==> config.mk <==
export PLATFORM = sky130hd
export DESIGN_NAME = flb_sync_sd
export DESIGN_NICKNAME = d
export VERILOG_FILES = /design/src/rtl/flb_sync_sd.sv
export SDC_FILE = /design/constraint.sdc
export NUM_CORES = 1
export LEC_CHECK = 0
export CORE_MARGIN = 2
export CORE_UTILIZATION = 31
export DETAILED_ROUTE_END_ITERATION = 10
export HOLD_SLACK_MARGIN = 0.12
export SYNTH_ARGS = -nofsm -noshare
export SYNTH_HDL_FRONTEND = slang
export SYNTH_SLANG_ARGS = --single-unit
==> constraint.sdc <==
create_clock -name nsh_clk -period 2.4 [get_ports nsh_clk]
set_clock_uncertainty 0.1 [all_clocks]
set_input_delay 0.48 -clock nsh_clk [delete_from_list [all_inputs] [get_ports nsh_clk]]
set_output_delay 0.48 -clock nsh_clk [all_outputs]
set_load 0.1 [all_outputs]
==> src/rtl/flb_sync_sd.sv <==
// FLB sync stage: samples ref_clk as data, captures the DLF word/band at programmable lags after each ref
// edge, and splits the word into a matrix code plus a 1st-order sigma-delta bitstream of the fraction.
module flb_sync_sd #(
   parameter int DLF_W   = 16,
   parameter int MTRX_W  = 8,
   parameter int BAND_W  = 8,
   parameter int OS_W    = 8,
   parameter int LAG_W   = 2,
   parameter int DEC_DIV = 8
) (
   input  logic              nsh_clk,
   input  logic              nsh_rst,
   input  logic              ref_clk,
   input  logic [DLF_W-1:0]  dlf_out,
   input  logic [BAND_W-1:0] band,
   input  logic              csr_sync_en,
   input  logic              csr_sd_mode,
   input  logic [LAG_W-1:0]  csr_flb_smpl_clk_lag,
   input  logic [LAG_W-1:0]  csr_flb_mtrx_clk_lag,
   output logic [MTRX_W-1:0] s_mtrx,
   output logic [BAND_W-1:0] s_band,
   output logic [OS_W-1:0]   s_os,
   output logic              dec_clk
);

   localparam int FRAC_W = DLF_W - MTRX_W;
   localparam int DEC_CW = $clog2(DEC_DIV);

   logic               clr;
   logic [2:0]         sync_q;
   logic               ref_evt;
   logic [LAG_W-1:0]   lag_sel [2];
   logic [LAG_W-1:0]   lag_cnt_q [2];
   logic               lag_pend_q [2];
   logic               stb [2];
   logic               smpl_stb;
   logic               mtrx_stb;
   logic [DLF_W-1:0]   dlf_q;
   logic [BAND_W-1:0]  band_q;
   logic [MTRX_W-1:0]  s_mtrx_q;
   logic [BAND_W-1:0]  s_band_q;
   logic [OS_W-1:0]    s_os_q;
   logic               dec_clk_q;
   logic [FRAC_W-1:0]  frac_q;
   logic [FRAC_W-1:0]  acc_q;
   logic [DEC_CW-1:0]  dec_cnt_q;
   logic [DEC_CW-1:0]  dec_cnt_d;
   logic               tick;
   logic [FRAC_W:0]    sum;
   logic               carry;

   // Disabling the block is treated exactly like reset so re-enable needs a fresh ref edge.
   assign clr     = nsh_rst | ~csr_sync_en;
   assign ref_evt = sync_q[1] & ~sync_q[2];

   assign lag_sel[0] = csr_flb_smpl_clk_lag;
   assign lag_sel[1] = csr_flb_mtrx_clk_lag;

   // Index 0 is the sample-lag counter, index 1 the matrix-update counter.
   for (genvar gi = 0; gi < 2; gi++) begin : g_lag
      assign stb[gi] = ref_evt ? (lag_sel[gi] == '0)
                               : (lag_pend_q[gi] && lag_cnt_q[gi] == LAG_W'(1));

      always_ff @(posedge nsh_clk) begin
         if (clr) begin
            lag_cnt_q[gi]  <= '0;
            lag_pend_q[gi] <= 1'b0;
         end else if (ref_evt) begin
            lag_cnt_q[gi]  <= lag_sel[gi];
            lag_pend_q[gi] <= (lag_sel[gi] != '0);
         end else if (lag_pend_q[gi]) begin
            lag_cnt_q[gi] <= lag_cnt_q[gi] - LAG_W'(1);
            if (lag_cnt_q[gi] == LAG_W'(1)) begin
               lag_pend_q[gi] <= 1'b0;
            end
         end
      end
   end

   assign smpl_stb = stb[0];
   assign mtrx_stb = stb[1];

   always_comb begin
      tick  = ~mtrx_stb && (dec_cnt_q == DEC_CW'(DEC_DIV - 1));
      sum   = {1'b0, acc_q} + {1'b0, frac_q};
      carry = sum[FRAC_W] & csr_sd_mode;
      if (mtrx_stb || dec_cnt_q == DEC_CW'(DEC_DIV - 1)) begin
         dec_cnt_d = '0;
      end else begin
         dec_cnt_d = dec_cnt_q + DEC_CW'(1);
      end
   end

   always_ff @(posedge nsh_clk) begin
      if (clr) begin
         sync_q    <= '0;
         dlf_q     <= '0;
         band_q    <= '0;
         s_mtrx_q  <= '0;
         s_band_q  <= '0;
         s_os_q    <= '0;
         frac_q    <= '0;
         acc_q     <= '0;
         dec_cnt_q <= '0;
         dec_clk_q <= 1'b0;
      end else begin
         sync_q    <= {sync_q[1:0], ref_clk};
         dec_cnt_q <= dec_cnt_d;
         dec_clk_q <= (dec_cnt_d >= DEC_CW'(DEC_DIV / 2));
         if (smpl_stb) begin
            dlf_q  <= dlf_out;
            band_q <= band;
         end
         // Matrix update publishes the registered capture; a band change restarts the modulator.
         if (mtrx_stb) begin
            s_mtrx_q <= dlf_q[DLF_W-1 -: MTRX_W];
            frac_q   <= dlf_q[FRAC_W-1:0];
            s_band_q <= band_q;
            if (band_q != s_band_q) begin
               acc_q  <= '0;
               s_os_q <= '0;
            end
         end else if (tick) begin
            if (csr_sd_mode) begin
               acc_q <= sum[FRAC_W-1:0];
            end
            s_os_q <= {s_os_q[OS_W-2:0], carry};
         end
      end
   end

   assign s_mtrx  = s_mtrx_q;
   assign s_band  = s_band_q;
   assign s_os    = s_os_q;
   assign dec_clk = dec_clk_q;

endmodule

==> Word level (Yosys, flattened, before mapping) <==
Memory sizes are Yosys's and may differ from the RTL's.
Cells that the tools add are included.
{ "classes": {"add_sub_neg": 4, "order_cmp": 1, "n_eq_ne": 5, "muxes": 40, "bitwise": 14, "n_reduce_logical": 12} }
{ "op_table": {"columns": ["op", "n"], "rows": [
  ["two-way mux 8 bit", 6],
  ["two-way mux 1 bit", 29],
  ["adder 8 x 8 -> 9 bit", 1],
  ["OR 1 bit", 9],
  ["two-way mux 2 bit", 4],
  ["inequality test 8 bit", 1],
  ["nonzero test 2 bit", 4],
  ["equality test 2 x 1 -> 1 bit, second input constant", 2],
  ["logical NOT 2 bit", 2],
  ["subtractor 2 x 1 -> 2 bit, second input constant", 2],
  ["adder 3 x 1 -> 3 bit, second input constant", 1],
  ["equality test 3 bit, second input constant", 1],
  [">= comparator 3 bit, second input constant", 1],
  ["logical AND 1 bit", 3],
  ["two-way mux 3 bit", 1],
  ["NOT 1 bit", 3],
  ["AND reduction 3 bit", 1],
  ["bitwise AND 1 bit", 2],
  ["inequality test 2 x 1 -> 1 bit, second input constant", 1],
  ["AND reduction 2 bit", 1],
  ["logical OR 1 bit", 1]
]} }
{ "word_totals": {"ff_bits": 71, "mem_bits_rw": 6, "out_inout_bits": 25, "mem_count": 2} }
{ "memory_table": {"columns": ["name", "words", "word_bits", "read_ports", "rd_ports_with_merged_regs", "write_ports", "line", "text"], "rows": [
  ["lag_cnt_q", 2, 2, 2, 0, 2, "33", "logic [LAG_W-1:0] lag_cnt_q [2];"],
  ["lag_pend_q", 2, 1, 2, 0, 2, "34", "logic lag_pend_q [2];"]
]} }

==> Logic depth before layout (Yosys ltp) <==
Gate-level depths: netlist of the first run.
{ "logic_depth": {"ltp_word": 7, "depth_mapped": 9} }

==> Least setup slack after synthesis of the first run <==
Ideal clock, no wire load.
{ "synth_timing": {"kind": "register to register", "startpoint": "register s_band_q[4], in the netlist s_band[4]", "endpoint": "register acc_q[4]", "arrival_time_ns": 1.938, "required_ns": 2.183, "setup_slack_ns": 0.244, "stages_incl_launch_ff": 7, "n_path_buf": 1, "period_less_slack_ns": 2.156, "path_cell_list": "dfxtp_1 xnor2_1 nand4_1 o21ai_2 and2_1 buf_2 a32o_1"} }
{ "synth_via": {"elab_chain_cells": 3} }
{ "synth_rtl": {"columns": ["item", "line", "text"], "rows": [
  ["start, declared", "41", "logic [BAND_W-1:0] s_band_q;"],
  ["start signal, assigned", "118", "s_band_q <= band_q;"],
  ["inequality test 8 bit", "119", "if (band_q != s_band_q) begin"],
  ["inequality test 2 x 1 -> 1 bit (no source line)", null, null],
  ["AND reduction 3 bit (no source line)", null, null],
  ["end signal, assigned", "125", "acc_q <= sum[FRAC_W-1:0];"],
  ["end, declared", "45", "logic [FRAC_W-1:0] acc_q;"]
]} }
Every way passes these cells.
A chain may end at the register's enable or synchronous reset.

==> Final worst setup path of the first run <==
{ "layout_timing": {"startpoint": "register acc_q[0]", "endpoint": "register s_os_q[0], in the netlist s_os[0]"} }
{ "layout_via": {"elab_chain_cells": 4} }
{ "layout_rtl": {"columns": ["item", "line", "text"], "rows": [
  ["adder 8 x 8 -> 9 bit", "85", "sum = {1'b0, acc_q} + {1'b0, frac_q};"],
  ["bitwise AND 1 bit", "86", "carry = sum[FRAC_W] & csr_sd_mode;"],
  ["two-way mux 8 bit", "123", "end else if (tick) begin"],
  ["two-way mux 8 bit", "115", "if (mtrx_stb) begin"],
  ["end signal, assigned", "127", "s_os_q <= {s_os_q[OS_W-2:0], carry};"],
  ["end, declared", "42", "logic [OS_W-1:0] s_os_q;"]
]} }
Every way passes these cells. The select of a mux whose other input is x is not followed.

==> metrics.cfg, run 1 <==
[status]
status = completed

[place]
gp_congestion = 0.754
portBuffers = 57
pre_cts_ws_ns = -0.109
place_hpwl_mm = 5.19

[yosys]
synth_xor_area_share_pct = 3.01
synth.top_cell.area_share_pct = 43.9
syn_area_sq_mm = 0.00320
synthAdderAreaFrac_pct = 5.32
ys_seq_area_share_pct = 49.5
synth_compound_gate_area_share_pct = 17.2
synth_fp_nets = 421
synthSimpleGateAreaFrac_pct = 21.4
synthCells = 375
synth_top_area_cell = dfxtp_1
ys_types = 42
synth.mux.area_fraction_pct = 0
avgSynthCellArea_sq_um = 8.52
ys.flop_type = dfxtp_1
ys_top_cells_by_area = dfxtp_1 (44%), nand2_1 (12%), a21oi_1 (8.6%), edfxtp_1 (5.6%), ha_1 (4.7%)
yosys_register_bits = 76
synth_top_family_by_area = simple AND/OR/NAND/NOR gates
synth_edf_count = 6
ys_warn_count = 0
synth-async-reset-ratio_pct = 0

[cts]
clkSlewWorstSetupHoldPaths_ns = 0.08
cts.sinks = 76
cts_resized = 0
cts_tree = yes
cts_buffers = 9
clk_path_buf_depth = 2
holdBufCountCts = 0
cts-root-buf = clkbuf_8
h-tree-depth = 3
clock_latency_ns = 0.34
postCtsSetupBuffers = 0

[worst_setup_path]
worstReg2RegStart = acc_q[0]
critical_path.max_fanout = 3
cp_num_cells = 8
crit_type = register to register
cp_data_arrival_time_ns = 2.42
critPathBufInv = 1
critPathLaunchType = register
critPathCapture = s_os[0]
slowest_delay_ns = 0.42
crit_start = acc_q[0]
worstPathCellList = ha_1 > inv_1 > fa_1 > nor2b_1 > o31a_1 > nor4_1 > or3_1 > a21oi_1
cp_slowest_cell = or3_1
reg2reg_depth = 8
endpoint_kind = register
crit_family = simple AND/OR/NAND/NOR gates
r2r_slack_ns = 0.16
rr_endpoint = s_os[0]
worstPathRequired_ns = 2.58

[pwr]
power.density_mw_per_mm2 = 598
ir_drop_v = 0.000292
p_seq_share_pct = 52.7
clock_power_share_pct = 41.9
p_comb_share_pct = 5.4
switching_share_pct = 22.5
p_leak_nw = 1.46
p_switching_mw = 0.552
power.internal_mw = 1.90

[routing]
drt_pass1_iterations = 4
drt-initial-drc-count = 110
drt_wl_total_mm = 7.37
detail_route.wl_per_cell_um = 12.9
final_antenna_net_count = 0
num_vias = 2711
drc_errors = 0
viasPerCell = 4.73

[worst_hold_path]
min_delay_path_depth = 1
hp-start = dec_cnt_q[0]
hold_class = register to register

[layout]
nNetsFinal = 478
drive_above_1_share_pct = 14.0
postLayoutCoreUtil_pct = 40.3
area_delta_synth_final_pct = 28.3
diodes = 0

[global_routing]
grt_overflow = 0
grt_use_total_pct = 14.3
antenna_found_initial = 0
grt_max_degree = 53
grt_pass1_wl_mm = 12.8
grt_pass1_vias = 2672

[timing]
hold_violations = 0
finalSetupTns_ns = 0
min_period_over_period_pct = 93.4
slew-limit-headroom_pct = 39.5
slew_viol_final = 0
postLayoutSetupSlackWorst_ns = 0.159
setup_violations = 0
rsz0062_at_grt = false
post-route-min-period_ns = 2.24
max_freq_mhz = 446
worst_slew_pin_slew_ns = 0.907
hold_ws_ns = 0.342

[floorplanning]
initial_core_util_pct = 31.4
dieArea_sq_mm = 0.0111
fp.dieH_um = 106
core_area_sq_mm = 0.0102
die_w_um = 106
io_pins = 58
rows = 37

[flow_run]
maxCapViolations = 0

==> flip-flops by register name, summed over array words and instances, names as in the netlist, 3 cells and up <==
register	cells
frac_q	8
lag_cnt_q	4
s_os	8
band_q	8
s_band	8
sync_q	3
dlf_q	16
s_mtrx	8
acc_q	8
==> how the worst min path moves through the flow <==
stage	to	slack (ns)
finish	dec_cnt_q[0]	0.34
global route	s_mtrx[3]	0.36
CTS	dec_cnt_q[0]	0.35
detailed placement	sync_q[1]	0.33
global placement	sync_q[1]	0.32
floorplan	sync_q[1]	0.31
==> placed cells by master, fill, tap and decap left out, types with 3 or more instances in the layout <==
master           count
a21oi_1             55
a22oi_1              6
a32o_1               4
and2_1               3
buf_4               33
clkbuf_8             9
clkdlybuf4s50_1     32
dfxtp_1             70
edfxtp_1             6
ha_1                12
inv_1                7
nand2_1            106
nand3_1              4
nor2_1              17
nor2b_1              4
nor3_1               5
nor4_1               3
o21a_1               3
o21ai_0              4
o21ai_2              3
or3_1                3
xnor2_1             11
==> cells in the mapped netlist, drive strengths merged, types with 2 or more instances <==
library cell	number
a21oi	55
nand4	2
ha	12
o21ai	7
nor2b	4
dfxtp	70
nor4	3
and3	2
a22oi	6
or3	3
a32o	4
edfxtp	6
nand3	5
o21a	3
nor3	5
inv	7
buf	4
xnor2	11
o22ai	2
a31o	4
nand2b	3
and2	3
a211oi	2
nor2	17
nor3b	2
or2	2
clkbuf	17
nand2	106
==> power by group through the flow <==
stage          registers, mW  logic (mW)  clock network (mW)
3_5_place_dp            1.32       0.135                   0
4_1_cts                 1.29       0.136                1.05
3_3_place_gp            1.32       0.135                   0
5_1_grt                 1.29       0.147                1.11
2_1_floorplan           1.32      0.0553                   0
6_report                1.29       0.133                1.03
==> stage by stage <==
step | power [mW] | area (sq um) | cells
floorplan | 1.38 | 3200 | 375
global placement | 1.46 | 3890 | 557
detailed placement | 1.46 | 3890 | 557
CTS | 2.48 | 4100 | 573
global route | 2.55 | 4100 | 573
finish | 2.45 | 4100 | 573
==> final cells by class <==
type	instances	area [sq um]
clock buffers	11	153
clock inverters	5	57.6
fillers	1087	6080
inverters	7	26.3
multi-input cells	271	1510
flip-flops and latches	76	1580
well taps	136	170
repair buffers	67	608
==> per-layer routing <==
metal / global-route usage [%] / routed length, um / vias to the layer above
met5: 0 / 0 / -
met4: 3.95 / 72 / 0
met3: 3.96 / 318 / 9
met2: 23.4 / 3480 / 49
met1: 18.6 / 3500 / 1259
li1: - / - / 1394
==> cell families after synthesis <==
| logic type | count (synthesis) |
|---|---|
| DFF | 76 |
| xor gates and xnor gates | 11 |
| adders and majority gates | 13 |
| AOI/OAI and AO/OA | 89 |
| and+or+nand+nor | 158 |
| buffers and inverters | 28 |
Note: power is estimated with default switching activity, not from simulation.
==> run 2, diff against run 1 <==
Settings changed: CELL_PAD_IN_SITES_DETAIL_PLACEMENT set to 1, CELL_PAD_IN_SITES_GLOBAL_PLACEMENT set to 1, PLACE_DENSITY_LB_ADDON set to 0.1.
Clock period 2.4 ns to 2.5 ns, I/O delays scaled along.
==> metrics.cfg, run 2 (synthesized netlist as in run 1, its figures left out) <==
[layout]
largest_reg_flops = 16
final_cell_mix = nand2_1 (106), dfxtp_1 (70), a21oi_1 (55), buf_4 (35), clkdlybuf4s50_1 (32)
postLayoutCoreUtil_pct = 40.3
final_common_cell = nand2_1
multi_input_area_sq_mm = 0.00151
max_flop_register = dlf_q
diodes = 0
area_delta_synth_final_pct = 28.6
drive_above_1_share_pct = 14.4
n_fill_cell = 1215
nNetsFinal = 480
seqCellArea_sq_mm = 0.00158

[worst_hold_path]
hold_class = register to register

[timing]
max_freq_mhz = 448
rsz0062_at_grt = false
slew-limit-headroom_pct = 64.9
hold_violations = 0
post-route-min-period_ns = 2.23
slew_viol_final = 0
worst_slew_pin_slew_ns = 0.525
setup_violations = 0
hold_ws_ns = 0.335
min_period_over_period_pct = 89.3

[pwr]
ir_drop_v = 0.000204
power.density_mw_per_mm2 = 571
finalPower_mw = 2.35
p_leak_nw = 1.47

[routing]
dr.max_layer_used = met4
final_antenna_net_count = 0
drc_errors = 0
wl_met1_mm = 3.84
drt_wl_total_mm = 8.18
drt-initial-drc-count = 52
route.met3.wl_um = 325
viasPerCell = 4.77
num_vias = 2743
detail_route.wl_per_cell_um = 14.2
drt_pass1_iterations = 4
routed-wl-met2_mm = 3.89

[cts]
h-tree-depth = 3
holdBufCountCts = 0
cts.sinks = 76
clkSlewWorstSetupHoldPaths_ns = 0.08
cts_buffers = 9
postCtsSetupBuffers = 0
clock_latency_ns = 0.36
clk_path_buf_depth = 2
cts-root-buf = clkbuf_8
cts_resized = 0
cts_tree = yes

[global_routing]
grt_use_total_pct = 15.7
grt_pass1_vias = 2761
antenna_found_initial = 0
grt_pass1_wl_mm = 13.7
grt_overflow = 0
grt_max_degree = 35

[worst_setup_path]
endpoint_kind = register
r2r_slack_ns = 0.27
cp_data_arrival_time_ns = 2.42
reg2reg_depth = 8
rr_endpoint = s_os[0]
worstReg2RegStart = frac_q[0]
crit_start = frac_q[0]
worstPathRequired_ns = 2.69
critical_path.max_fanout = 3
critPathCapture = s_os[0]
critPathLaunchType = register
crit_type = register to register

[place]
portBuffers = 57
gp_congestion = 0.755
place_hpwl_mm = 5.69

[floorplanning]
rows = 37
initial_core_util_pct = 31.4
dieArea_sq_mm = 0.0111
core_area_sq_mm = 0.0102
fp.dieH_um = 106
die_w_um = 106
io_pins = 58

[flow_run]
maxCapViolations = 0

[status]
status = completed

==> run 2: area by class of cell <==
type,instances,share of cell area (%)
Tap cell,136,4.14
Clock inverter,4,1.16
Timing Repair Buffer,69,15.2
Sequential cell,76,38.5
Inverter,7,0.639
Multi-Input combinational cell,271,36.6
Clock buffer,12,3.78
==> run 2: power by group <==
group | internal, mW | total, mW | switching [mW]
clock | 0.513 | 0.971 | 0.459
sequential | 1.24 | 1.24 | 0.00603
combinational | 0.0694 | 0.133 | 0.0641
==> run 2: how the worst min path moves through the flow <==
stage	slack, ns	cells past startpoint	to	startpoint
floorplan	0.31	1	sync_q[1]	sync_q[0]
detailed placement	0.32	1	sync_q[1]	sync_q[0]
finish	0.33	1	sync_q[1]	sync_q[0]
global placement	0.31	1	sync_q[1]	sync_q[0]
global route	0.36	1	dec_cnt_q[0]	dec_cnt_q[0]
CTS	0.34	1	sync_q[1]	sync_q[0]
==> run 2: stage by stage <==
step,setup WS (ns),instances,TNS [ns],instance area (sq um)
global route,0.109,575,0,4110
detailed placement,-0.0234,559,-0.0838,3910
finish,0.269,575,0,4110
global placement,0.0190,559,0,3910
CTS,0.276,575,0,4110
floorplan,0.344,375,0,3200
==> run 2: critical path: stages, from the launching register on <==
cell	delay [ns]
dfxtp_1	0.38
ha_1	0.23
inv_1	0.07
fa_1	0.38
nor2b_1	0.19
o31a_1	0.21
nor4_1	0.09
or3_1	0.39
a21oi_1	0.14
==> run 2: routing by layer <==
layer | up-vias | GRT usage [%]
met4 | 0 | 6.48
met1 | 1302 | 19.6
met3 | 9 | 4.02
met5 | - | 0
li1 | 1393 | -
met2 | 39 | 25.9
